### config.mk
export PLATFORM = sky130hd
export DESIGN_NAME = pipelined_barrel_shifter
export DESIGN_NICKNAME = d
export VERILOG_FILES = /design/src/rtl/pipelined_barrel_shifter.sv
export SDC_FILE = /design/constraint.sdc
export NUM_CORES = 1
export LEC_CHECK = 0
export ABC_AREA = 1
export CAP_MARGIN = 30
export CORE_ASPECT_RATIO = 1.1
export CORE_MARGIN = 5
export CORE_UTILIZATION = 45
export DETAILED_ROUTE_END_ITERATION = 6
export PLACE_DENSITY = 0.67
export SLEW_MARGIN = 20
export SYNTH_ARGS = -nofsm -noshare
export SYNTH_HDL_FRONTEND = slang
export SYNTH_SLANG_ARGS = --single-unit
### constraint.sdc
create_clock -name clk -period 2 [get_ports clk]
set_input_delay 0.2 -clock clk [delete_from_list [all_inputs] [get_ports clk]]
set_output_delay 0.2 -clock clk [all_outputs]
set_load 0.1 [all_outputs]
### src/rtl/pipelined_barrel_shifter.sv
// rtl/pipelined_barrel_shifter.sv - pipelined log-stage barrel shifter (ROR/ROL/SRL/SLL/SRA), optional out_zero via PIPELINED_BARREL_SHIFTER_ZERO_FLAG_EN
module pipelined_barrel_shifter #(
  parameter int WIDTH = 32,
  parameter int SHW   = $clog2(WIDTH)
) (
  input  logic             clk,
  input  logic             rst_n,
  input  logic             in_valid,
  output logic             in_ready,
  input  logic [WIDTH-1:0] in_data,
  input  logic [SHW-1:0]   in_amt,
  input  logic [2:0]       in_mode,
  output logic             out_valid,
  input  logic             out_ready,
  output logic [WIDTH-1:0] out_data
`ifdef PIPELINED_BARREL_SHIFTER_ZERO_FLAG_EN
  ,
  output logic             out_zero
`endif
);

  localparam logic [2:0] MODE_ROR = 3'b000;
  localparam logic [2:0] MODE_ROL = 3'b001;
  localparam logic [2:0] MODE_SRL = 3'b010;
  localparam logic [2:0] MODE_SLL = 3'b011;
  localparam logic [2:0] MODE_SRA = 3'b100;

  // Whole pipeline freezes while a finished result waits for the consumer
  logic stall;

  // One fixed-distance step; composing log2 steps gives any amount. SRA keeps the
  // sign bit intact at every step, so the original MSB fills all vacated bits.
  function automatic logic [WIDTH-1:0] shift_step(input logic [WIDTH-1:0] d,
                                                  input logic [2:0]       m,
                                                  input int               s);
    case (m)
      MODE_ROR: shift_step = (d >> s) | (d << (WIDTH - s));
      MODE_ROL: shift_step = (d << s) | (d >> (WIDTH - s));
      MODE_SRL: shift_step = d >> s;
      MODE_SLL: shift_step = d << s;
      MODE_SRA: shift_step = $signed(d) >>> s;
      default:  shift_step = d;
    endcase
  endfunction

  for (genvar k = 0; k < SHW; k++) begin : g_stage
    logic [WIDTH-1:0] src_d;
    logic [WIDTH-1:0] nxt_d;
    logic [WIDTH-1:0] d_q;
    logic [2:0]       src_m;
    logic             src_v;
    logic             amt_bit;
    logic             v_q;

    if (k == 0) begin : g_src
      assign src_d   = in_data;
      assign src_m   = in_mode;
      assign src_v   = in_valid;
      assign amt_bit = in_amt[0];
    end else begin : g_src
      assign src_d   = g_stage[k-1].d_q;
      assign src_m   = g_stage[k-1].g_carry.m_q;
      assign src_v   = g_stage[k-1].v_q;
      assign amt_bit = g_stage[k-1].g_carry.a_q[k];
    end

    assign nxt_d = amt_bit ? shift_step(src_d, src_m, 2 ** k) : src_d;

    // Stage register: advance data and valid together unless the pipe is frozen
    always_ff @(posedge clk) begin
      if (!rst_n) begin
        v_q <= 1'b0;
        d_q <= '0;
      end else if (!stall) begin
        v_q <= src_v;
        d_q <= nxt_d;
      end
    end

    // Only the amount bits still to be applied travel on; the last stage needs none
    if (k < SHW - 1) begin : g_carry
      logic [SHW-1:k+1] a_src;
      logic [SHW-1:k+1] a_q;
      logic [2:0]       m_q;

      if (k == 0) begin : g_a
        assign a_src = in_amt[SHW-1:1];
      end else begin : g_a
        assign a_src = g_stage[k-1].g_carry.a_q[SHW-1:k+1];
      end

      // Amount and mode ride with the data; contents are don't-care on bubbles
      always_ff @(posedge clk) begin
        if (!stall) begin
          a_q <= a_src;
          m_q <= src_m;
        end
      end
    end
  end

  assign stall     = g_stage[SHW-1].v_q && !out_ready;
  assign in_ready  = rst_n && !stall;
  assign out_valid = g_stage[SHW-1].v_q;
  assign out_data  = g_stage[SHW-1].d_q;

`ifdef PIPELINED_BARREL_SHIFTER_ZERO_FLAG_EN
  logic zero_q;

  // Zero flag registered with the final stage so it always matches out_data
  always_ff @(posedge clk) begin
    if (!rst_n) begin
      zero_q <= 1'b0;
    end else if (!stall) begin
      zero_q <= (g_stage[SHW-1].nxt_d == '0);
    end
  end

  assign out_zero = zero_q;
`endif

endmodule

==> results, run 1 <==
- The minimum hold slack is 314 ps.
- The largest fanout on the critical path is 24.
- After routing, the total negative slack on setup checks comes to 0 ps.
- The count of final hold-check violations is 0.
- 0 antenna diodes ended up in the layout.
- The clock tree from TritonCTS is yes.
- For this run, global-route usage on met1 was measured as 0.260.
- The clock transition at the registers of the reported paths is 70 ps.
- The cell area reported after detailed placement is 11,000 um2.
- The largest net degree at the start of global routing is 64.
- The area of the die is 25,500 um2.
- The die is 167 um tall.
- The shortest clock period the worst path allows after layout is 1750 ps.
- The number of hold buffers added after CTS was 0.
- The number of top-level pins is 78.
- Of the post-synthesis cell area, the part taken by muxes is 0.
- The number of standard cells after synthesis is 1,633.
- In this run the clock root is driven by a sky130_fd_sc_hd__clkbuf_16.
- The area share of xor/xnor cells in the synthesized design is 0.
- Summing all non-filler instances in the final layout gives an area of 11,600 um2.
- The final routed wire length divided by cell count is 13.2 um.
- The dominant combinational cell family by area after synthesis is simple AND/OR/NAND/NOR gates.
- The all-layer global routing usage is 0.207.
- After synthesis, the mean cell area works out to 6.18 um2.
- The flow ran to the end, and the final reports show no timing, DRC or antenna violations.
- The placed instance count is 1,955.
- For this run, design rule violations remaining after detail routing come to 0.
- The routed design has 26,200 um of wire.
- The post-synth net total is 1,677.
- The number of setup buffers added after CTS is 0.
- The worst setup path is captured at an output port.
- The most used routing layer in global routing is met2.
- Setup violations remaining at the end of the flow were counted as 0.
- The pin slew with the least headroom to its limit is 649 ps.
- The number of pins with negative max-slew slack in the final report is 0.
- Data arrives at the worst endpoint at 1550 ps.
- VDD sags by at most 0.472 mV.
- Of the cells placed in the final design, the portion with a size suffix greater than 1 is 0.0733.
- The post-synthesis share of cell area spent on and, or, nand and nor gates is 0.407.
- The netlist uses 22 different library cells.
- The completed layout was analyzed and its total power is 9.66 mW.
- The met2 demand-to-capacity share in global routing is 0.361.
- The number of nets in the layout is 1,723.
- The number of vias after detailed routing is 9,844.
- The share of the synthesized area in compound gates (AO/OA/AOI/OAI) is 0.0819.
- The worst setup path category is flop to output port.
- The worst setup path is launched from a flop.
- The final critical-path setup slack is 249 ps.
- The worst relative slew slack is 0.566.
- The effective utilization at floorplan is 0.456.
- The share of synthesized cell area in full adder, half adder and majority cells is 0.
- The number of warnings printed during yosys synthesis is 0.
- The detailed router's first-iteration violation count is 659.
- For this run, the register share of the synthesized area comes to 0.393.
- Setup repair after global routing left no endpoint under its margin.
- Using the TritonRoute via totals, the vias-per-cell ratio works out to 4.95.
- For this run, the number of standard cells in the final layout without fillers is 1,987.
- The analysis attributes to cell leakage a power of 5.48 nW.
- Dividing the final minimum period by the clock period gives 0.875.
- The synthesized design contains 187 register bits.
- The maximum operating frequency is 571 MHz.
- After global routing the overflow that remains totals 0.
- The count of buffers added on input and output ports is 77.
- In this run the cell area of the synthesized design comes to 10,100 um2.
- The global placer's final weighted congestion is 0.875.
- The min-delay analysis places its worst path in the category input pin to flop.
- The filler cells instantiated in the layout total 2,320.
- For this run, global-route usage on met3 was measured as 0.0293.
- The number of antenna violations at the first check in global routing was 0.
- The most common cell after layout, fill and taps aside is sky130_fd_sc_hd__nand2_1.
- The estimated wirelength of the detail-placed design is 18,900 um.
- The die is 153 um wide.
- In the layout the commonest cells are sky130_fd_sc_hd__nand2_1 (787), sky130_fd_sc_hd__inv_1 (175), sky130_fd_sc_hd__dfxtp_1 (164).
- The setup skew after layout is 17.7 ps.
- The clock drives 187 sinks.
- The H-tree generated during clock tree synthesis spans 4 levels.
- The core region is 22,100 um2.
- The first global-routing pass estimated 44,400 um of wire.
- The number of resized instances in the post-cts repair step is 0.
- The setup check on the worst reg-to-reg path leaves a slack of 290 ps.
- Dividing total power by cell area gives a power density of 830 nW/um2.
- The number of global-route vias before repair is 9,076.
- The count of nets left with antenna violations once routing finished came out at 0.
- The layout overhead on the synthesized area is 15.3%.
- The maximum buffer depth of the clock tree is 2.
- Row generation in the floorplan step produced 57 rows.
- Data on the critical path is required at its endpoint by 1800 ps.
- Before antenna repair, the detailed router went through 7 iterations.
- The CTS buffer count is 17.
- OpenSTA, run right after detailed placement, puts the worst setup slack at 214 ps.
- The number of maximum-capacitance constraint violations is 0.
- The utilization after layout is 0.526.
- The clock latency on the worst-skew pair is 440 ps.
==> cell families after synthesis <==
kind of cell	Yosys count
and+or+nand+nor	1016
buffers and inverters	268
AOI/OAI and AO/OA	162
DFF	187
==> final timing paths <==
path / start / endpoint / depth (start not counted)
setup / recovery: out_valid / in_ready / 5
hold reg to reg: g_stage[0].g_carry.a_q[3] / g_stage[1].g_carry.a_q[3] / 0
setup reg to reg: g_stage[1].g_carry.m_q[0] / g_stage[2].d_q[15] / 6
hold / removal: in_amt[3] / g_stage[0].g_carry.a_q[3] / 1
==> routing by layer <==
layer | up-vias | part of all wire
met4 | 0 | 0.025
met2 | 229 | 0.49
met5 | - | 0
li1 | 5143 | -
met1 | 4429 | 0.45
met3 | 43 | 0.040
==> state kept, by name, summed over array words and instances, names as in the netlist <==
register,flops
g_stage.d_q,128
g_stage.g_carry.a_q,10
g_stage.g_carry.m_q,12
g_stage.v_q,4
out_data,32
out_valid,1
==> critical path: stages (launching register included) <==
cell                      delay (ps)
sky130_fd_sc_hd__dfxtp_2         320
sky130_fd_sc_hd__inv_1            80
sky130_fd_sc_hd__nor2_4           50
sky130_fd_sc_hd__nor2_4          100
sky130_fd_sc_hd__buf_4           320
sky130_fd_sc_hd__buf_12          220
==> cells in the mapped netlist, drive strengths merged <==
master,instances,area share
nor3,1,0.00050
nor2,54,0.023
dfxtp,165,0.33
nand2,790,0.29
o21ai,24,0.012
clkbuf,10,0.0037
nand3,156,0.077
nand3b,15,0.011
buf,76,0.047
edfxtp,22,0.065
a21oi,135,0.068
o22ai,3,0.0019
inv,182,0.068
==> layout make-up <==
class	instances	area, um2	area share
timing repair buffer	113	1060	0.0908
inverter	182	687	0.0590
sequential	187	3970	0.341
clock buffer	17	425	0.0366
tap	295	369	0.0317
clock inverter	15	201	0.0173
multi-input combinational	1178	4930	0.424
==> report_power, final <==
part	total (mW)	switching [mW]	internal, mW
Clock	3.47	1.66	1.81
Sequential	4.42	0.328	4.10
Combinational	1.76	1.20	0.559
Total	9.66	3.19	6.47
Power figures use the tool's default switching activity.
==> run 2, diff against run 1 <==
--- a/config.mk
+++ b/config.mk
@@ -7,11 +7,14 @@
 export LEC_CHECK = 0
 export ABC_AREA = 1
 export CAP_MARGIN = 30
+export CELL_PAD_IN_SITES_DETAIL_PLACEMENT = 1
+export CELL_PAD_IN_SITES_GLOBAL_PLACEMENT = 1
 export CORE_ASPECT_RATIO = 1.1
 export CORE_MARGIN = 5
-export CORE_UTILIZATION = 45
+export CORE_UTILIZATION = 41
+export CTS_CLUSTER_DIAMETER = 50
 export DETAILED_ROUTE_END_ITERATION = 6
-export PLACE_DENSITY = 0.67
+export PLACE_DENSITY = 0.83
 export SLEW_MARGIN = 20
 export SYNTH_ARGS = -nofsm -noshare
 export SYNTH_HDL_FRONTEND = slang
==> run 2 against run 1 <==
Net effect:
- via count grew 4.9%
- utilization shrank 4.8 points
- clock power grew 2%
- setup slack lost 29 ps
- register-to-register slack lost 20 ps
- clock skew shrank 4.6 ps
- hold slack lost 5.5 ps
- power grew 1.6%
- non-clock buffer count shrank 4
- final cell count grew 0.55%
- global-route usage grew 2.5 points
- largest power group unchanged
==> results, run 2 (synthesis gave the netlist of run 1 again) <==
- The run finished with clean final reports.
- The cell area reported after detailed placement came to 11,100 um2 (+0.39%).
- The number of antenna violations at the first check in global routing is 0 (unchanged).
- Setup repair after global routing left no endpoint under its margin.
- The class of the most critical hold timing path is input pin to flop.
- The minimum setup slack among reg-to-reg paths is 270 ps (-20 ps).
- The effective utilization at floorplan is 0.413 (-0.0428).
- The number of maximum-capacitance constraint violations was 0 (unchanged).
- The remaining routing DRC violations is 0 (unchanged).
- The final-report setup violation count is 0 (unchanged).
- The clock latency on the worst-skew pair is 450 ps (about the same).
- The global-route wire length before repair is 54,000 um (+22%).
- The standard cell core area is 24,400 um2 (+10%).
- The fraction of power consumed by sequential logic was 0.453 (-0.005).
- The power density relative to cell area is 841 nW/um2 (+1.3%).
- In this run the critical register-to-register path is launched from g_stage[2].g_carry.m_q[0].
- The area of the multi-input gates came to 4930 um2 (about the same).
- The iteration count of the initial detailed-routing pass was 5 (-2).
- The residual antenna-violating net count after detailed routing is 0 (unchanged).
- The most critical setup path has its startpoint at out_valid.
- The arrival time of data at the critical path endpoint was 1580 ps (+30 ps).
- The count of buffers from port buffering is 77 (unchanged).
- The number of cells on the worst reg-to-reg path is 6 (unchanged).
- The final routed wire length divided by cell count is 16.0 um (+22%).
- The setup skew after layout was 13.1 ps (-4.63 ps).
- The share of total power in the clock network came to 0.360 (about the same).
- The CTS H-tree depth came to 4 (unchanged).
- The via density per instance is 5.17 (+4.3%).
- The library cell used most frequently in the layout, excluding fill and tap cells, is sky130_fd_sc_hd__nand2_1.
- The post-layout instance area is 11,700 um2 (+0.27%).
- The clock tree from TritonCTS is yes.
- The worst setup path is captured at an output port.
- The shortest clock period the worst path allows after layout is 1780 ps (+29.2 ps).
- The die width was 160 um (+4.5%).
- The library cells used most frequently in the layout, excluding fill and tap cells, are sky130_fd_sc_hd__nand2_1 (787), sky130_fd_sc_hd__inv_1 (175), sky130_fd_sc_hd__dfxtp_1 (164).
- The pin slew with the least headroom to its limit is 524 ps (-125 ps).
- The number of hold buffers added after CTS was 0 (unchanged).
- The startpoint identified for the worst hold timing path is in_amt[3].
- The part of the cycle the worst path needs came to 0.890 (+0.0146).
- The clock sink count was 187 (unchanged).
- The cell row count is 60 (+5.3%).
- The estimated wirelength of the detail-placed design was 22,900 um (+21%).
- The clock transition at the registers of the reported paths is 80 ps (about the same).
- The number of top-level pins came to 78 (unchanged).
- The global placer's final weighted congestion is 0.822 (-6.1%).
- The placed instance count was 1,966 (+0.56%).
- The number of antenna diodes was 0 (unchanged).
- The all-layer global routing usage is 0.232 (+0.0253).
- The count of final hold-check violations was 0 (unchanged).
- The number of global-route vias before repair was 10,700 (+17%).
- In this run the worst setup path terminates at in_ready.
- The fill cell total of the finished layout is 3,340 (+44%).
- The maximum buffer depth of the clock tree was 2 (unchanged).
- The worst relative slew slack was 0.650 (+0.0842).
- The count of non-filler cells in the finished layout is 1,998 (+0.55%).
- The sequential cell area was 3970 um2 (unchanged).
- STA classifies the critical path startpoint as a flop.
- The maximum operating frequency was 562 MHz (-1.6%).
- The required time reported for the critical path endpoint is 1800 ps (about the same).
- The maximum ir drop on the vdd rail was 0.427 mV (-9.7%).
- The largest fanout on the critical path is 24 (unchanged).
- The cell-internal power is 6.47 mW (about the same).
- The height of the die came to 175 um (+4.5%).
- The largest register by flop count is g_stage.d_q.
- The number of flip-flops in the largest register came to 128 (unchanged).
- The CTS buffer count is 17 (unchanged).
- The largest net degree at the start of global routing was 60 (-6.3%).
- The number of pins with negative max-slew slack in the final report is 0 (unchanged).
- The aggregate negative setup slack came to 0 ps (unchanged).
- The ratio of cells with drive above 1 in the final layout is 0.0717 (-0.00160).
- The routed wire length is 32,000 um (+22%).
- The share of total power in combinational logic came to 0.188 (+0.006).
- The number of vias after detailed routing is 10,300 (+4.9%).
- The area of the die was 27,800 um2 (+9.1%).
- The CTS root buffer is sky130_fd_sc_hd__clkbuf_16.
- The critical path is of the flop to output port type.
- The net switching power came to 3.34 mW (+4.8%).
- The layout overhead on the synthesized area is 15.6%.
- The switching portion of total power is 0.341 (+0.0102).
- The number of setup buffers added after CTS is 0 (unchanged).
- The number of nets in the layout is 1,719 (-0.23%).
- The final global-route overflow total was 0 (unchanged).
- The number of resized instances in the post-cts repair step is 0 (unchanged).
- The detailed router's first-iteration violation count came to 605 (-8.2%).
- The leakage component of the power came to 5.48 nW (about the same).
- The critical register-to-register path endpoint is g_stage[3].d_q[17].
==> run 2: cell types whose count changed in the layout (fill, tap and decap cells not counted) <==
cell,previous run,this run
sky130_fd_sc_hd__buf_4,62,54
sky130_fd_sc_hd__buf_12,8,12
sky130_fd_sc_hd__inv_6,3,6
sky130_fd_sc_hd__clkinv_8,6,4
sky130_fd_sc_hd__a21oi_1,131,130
sky130_fd_sc_hd__a21oi_2,4,5
sky130_fd_sc_hd__clkinv_4,2,1
sky130_fd_sc_hd__clkinvlp_4,1,0
sky130_fd_sc_hd__inv_8,2,3
==> run 2: power groups by stage <==
stage | logic (mW) | clock network, mW | registers, mW
after CTS | 1.85 | 3.59 | 4.44
after detailed placement | 1.82 | 0 | 4.53
after global routing | 2.04 | 3.76 | 4.48
after global placement | 1.77 | 0 | 4.52
final | 1.84 | 3.53 | 4.44
after floorplan | 0.976 | 0 | 4.75
==> run 2: metal layers <==
metal | vias to the layer above | global-route usage | share of wire
li1 | 5122 | - | -
met1 | 4953 | 0.270 | 0.43
met2 | 191 | 0.433 | 0.52
met3 | 62 | 0.0308 | 0.026
met4 | 0 | 0.0835 | 0.029
met5 | - | 0 | 0
==> run 2: how the worst min path moves through the flow <==
stage,to,depth (start not counted)
after detailed placement,g_stage[2].g_carry.a_q[4],0
final,g_stage[0].g_carry.a_q[3],1
after global routing,g_stage[0].g_carry.a_q[3],1
after CTS,g_stage[0].g_carry.a_q[3],1
after global placement,g_stage[2].g_carry.a_q[3],0
after floorplan,g_stage[0].g_carry.a_q[1],0
==> run 2: through the flow <==
step	total power, mW	hold slack, ps	setup slack [ps]	utilization
floorplan	5.73	299	23.3	-
global placement	6.29	400	300	0.453
detailed placement	6.35	413	221	0.453
CTS	9.89	294	201	0.478
global route	10.3	301	102	0.478
finish	9.81	309	220	0.478
==> run 2: area by class of cell <==
cell class / count / area share
repair buffers: 109 / 0.0922
inverters: 182 / 0.0589
clock inverters: 15 / 0.0163
flip-flops and latches: 187 / 0.340
well taps: 310 / 0.0332
multi-input cells: 1178 / 0.423
clock buffers: 17 / 0.0365
==> run 2: critical path, stage by stage, from the launching register on <==
cell and delay (ps):
sky130_fd_sc_hd__dfxtp_2 320, sky130_fd_sc_hd__inv_1 80, sky130_fd_sc_hd__nor2_4 50, sky130_fd_sc_hd__nor2_4 110, sky130_fd_sc_hd__buf_4 320, sky130_fd_sc_hd__buf_12 220
==> run 3, diff against run 2 <==
--- a/config.mk
+++ b/config.mk
@@ -14,6 +14,7 @@
 export CORE_UTILIZATION = 41
 export CTS_CLUSTER_DIAMETER = 50
 export DETAILED_ROUTE_END_ITERATION = 6
+export MAX_ROUTING_LAYER = met4
 export PLACE_DENSITY = 0.83
 export SLEW_MARGIN = 20
 export SYNTH_ARGS = -nofsm -noshare
==> run 3 against run 2 <==
Net effect:
- first-iteration DRC count shrank 5.0%
- routed wire length shrank 4.3%
- largest power group unchanged
- count of clock-buffer cells in the layout is the same
- die area is the same
==> results, run 3 (synthesis gave the netlist of run 1 again) <==
- The flow ran to the end, and the final reports show no timing, DRC or antenna violations.
- The number of flip-flops in the largest register is 128 (unchanged).
- The final global-route overflow total was 0 (unchanged).
- The global-route met3 utilization is 0.0228 (-0.00806).
- The residual antenna-violating net count after detailed routing came to 0 (unchanged).
- The number of pins with negative max-slew slack in the final report was 0 (unchanged).
- The global placer's final weighted congestion came to 0.881 (+7.1%).
- The die width is 160 um (unchanged).
- The all-layer global routing usage is 0.228 (-0.00399).
- The cell row count was 60 (unchanged).
- The number of setup buffers added after CTS came to 0 (unchanged).
- The via density per instance is 5.10 (-1.3%).
- The worst setup path category is flop to output port.
- The effective utilization at floorplan is 0.413 (unchanged).
- The clock sink count is 187 (unchanged).
- The part of the cycle the worst path needs is 0.871 (-0.0187).
- The number of global-route vias before repair was 10,200 (-3.9%).
- The required time reported for the critical path endpoint is 1800 ps (about the same).
- The nature of the critical path endpoint is an output port.
- The iteration count of the initial detailed-routing pass is 5 (unchanged).
- The number of vias after detailed routing is 10,200 (-1.3%).
- The minimum hold slack is 316 ps (+6.74 ps).
- The worst hold path belongs to the class input pin to flop.
- The met1 track utilization from global routing is 0.267 (-0.00329).
- The cell area reported after detailed placement is 11,000 um2 (-0.11%).
- The minimum setup slack among reg-to-reg paths is 270 ps (about the same).
- The routed wire length came to 30,600 um (-4.3%).
- The global-route wire length before repair is 51,700 um (-4.1%).
- The root buffer cell chosen for the clock tree is sky130_fd_sc_hd__clkbuf_16.
- The arrival time of data at the critical path endpoint is 1540 ps (-40 ps).
- The clock latency on the worst-skew pair was 440 ps (about the same).
- The setup skew after layout is 10.7 ps (-2.31 ps).
- The aggregate negative setup slack is 0 ps (unchanged).
- The power density relative to cell area came to 823 nW/um2 (-2.1%).
- The CTS H-tree depth is 4 (unchanged).
- The area of the die is 27,800 um2 (unchanged).
- The detailed router's first-iteration violation count is 575 (-5.0%).
- The height of the die is 175 um (unchanged).
- The met2 demand-to-capacity share in global routing is 0.405 (-0.0280).
- The kind of start point of the critical path is a flop.
- After global routing, the most crowded layer is met2.
- The remaining routing DRC violations is 0 (unchanged).
- The post-layout instance area is 11,600 um2 (-0.47%).
- The worst relative slew slack is 0.550 (-0.100).
- The clock tree from TritonCTS is yes.
- The final routed wire length divided by cell count is 15.3 um (-4.3%).
- The number of antenna violations at the first check in global routing is 0 (unchanged).
- The largest net degree at the start of global routing came to 41 (-32%).
- The pin slew with the least headroom to its limit is 673 ps (+149 ps).
- The layout overhead on the synthesized area is 15.1%.
- Setup repair after global routing left no endpoint under its margin.
- The final-report setup violation count is 0 (unchanged).
- The largest fanout on the critical path is 24 (unchanged).
- The maximum ir drop on the vdd rail came to 0.364 mV (-15%).
- The maximum operating frequency is 574 MHz (+2.1%).
- The total power after layout is 9.56 mW (-2.6%).
- The standard cell core area is 24,400 um2 (unchanged).
- The shortest clock period the worst path allows after layout came to 1740 ps (-37.4 ps).
- The count of final hold-check violations is 0 (unchanged).
- The number of nets in the layout is 1,719 (unchanged).
- The number of resized instances in the post-cts repair step was 0 (unchanged).
- The clock transition at the registers of the reported paths is 80 ps (about the same).
- The number of top-level pins is 78 (unchanged).
- The ratio of cells with drive above 1 in the final layout is 0.0717 (unchanged).
- The fill cell total of the finished layout is 3,308 (-0.96%).
- The library cell used most frequently in the layout, excluding fill and tap cells, is sky130_fd_sc_hd__nand2_1.
- The number of antenna diodes is 0 (unchanged).
- The register with the most flip-flops in the final layout is g_stage.d_q.
- The estimated wirelength of the detail-placed design is 22,300 um (-2.8%).
- The maximum buffer depth of the clock tree is 2 (unchanged).
- In the layout the commonest cells are sky130_fd_sc_hd__nand2_1 (787), sky130_fd_sc_hd__inv_1 (175), sky130_fd_sc_hd__dfxtp_1 (164).
- The leakage component of the power came to 5.46 nW (-0.40%).
- The CTS buffer count is 17 (unchanged).
- The count of buffers from port buffering came to 77 (unchanged).
- The number of maximum-capacitance constraint violations came to 0 (unchanged).
- The number of hold buffers added after CTS is 0 (unchanged).
-- run 3: per-stage QoR --
| stage | util | setup slack, ps | std cells |
|---|---|---|---|
| after global placement | 0.452 | 190 | 1966 |
| after floorplan | - | 23.3 | 1633 |
| after detailed placement | 0.452 | 166 | 1966 |
| after CTS | 0.476 | 250 | 1998 |
| final | 0.476 | 258 | 1998 |
| after global routing | 0.476 | 111 | 1998 |
-- run 3: layout make-up --
cell class	count	area, um2	share of cell area
clock inverter	15	148	0.0127
multi-input combinational	1178	4930	0.425
timing repair buffer	109	1060	0.0916
inverter	182	687	0.0592
sequential	187	3970	0.341
tap	310	388	0.0334
clock buffer	17	425	0.0366
-- run 3: final timing paths --
check	start	end	cells after the start
setup / recovery	out_valid	in_ready	5
hold / removal	in_amt[2]	g_stage[0].g_carry.a_q[2]	1
setup reg to reg	g_stage[1].g_carry.m_q[0]	g_stage[2].d_q[25]	6
hold reg to reg	g_stage[2].g_carry.a_q[4]	g_stage[3].g_carry.a_q	0
-- run 3: layer usage --
metal,vias to the layer above,share of wire
met2,170,0.51
met1,4844,0.44
met4,0,0.031
met5,-,0
met3,55,0.023
li1,5125,-
-- run 3: worst max-delay path, cell delays in order (launching register included) --
cell	delay (ps)
sky130_fd_sc_hd__dfxtp_2	320
sky130_fd_sc_hd__inv_1	80
sky130_fd_sc_hd__nor2_4	50
sky130_fd_sc_hd__nor2_4	90
sky130_fd_sc_hd__buf_4	320
sky130_fd_sc_hd__buf_12	220
-- run 3: where the power goes --
part           switching, mW  internal, mW  total [mW]
sequential             0.344          4.10        4.44
combinational           1.26         0.560        1.82
clock                   1.64          1.66        3.30
total                   3.24          6.32        9.56
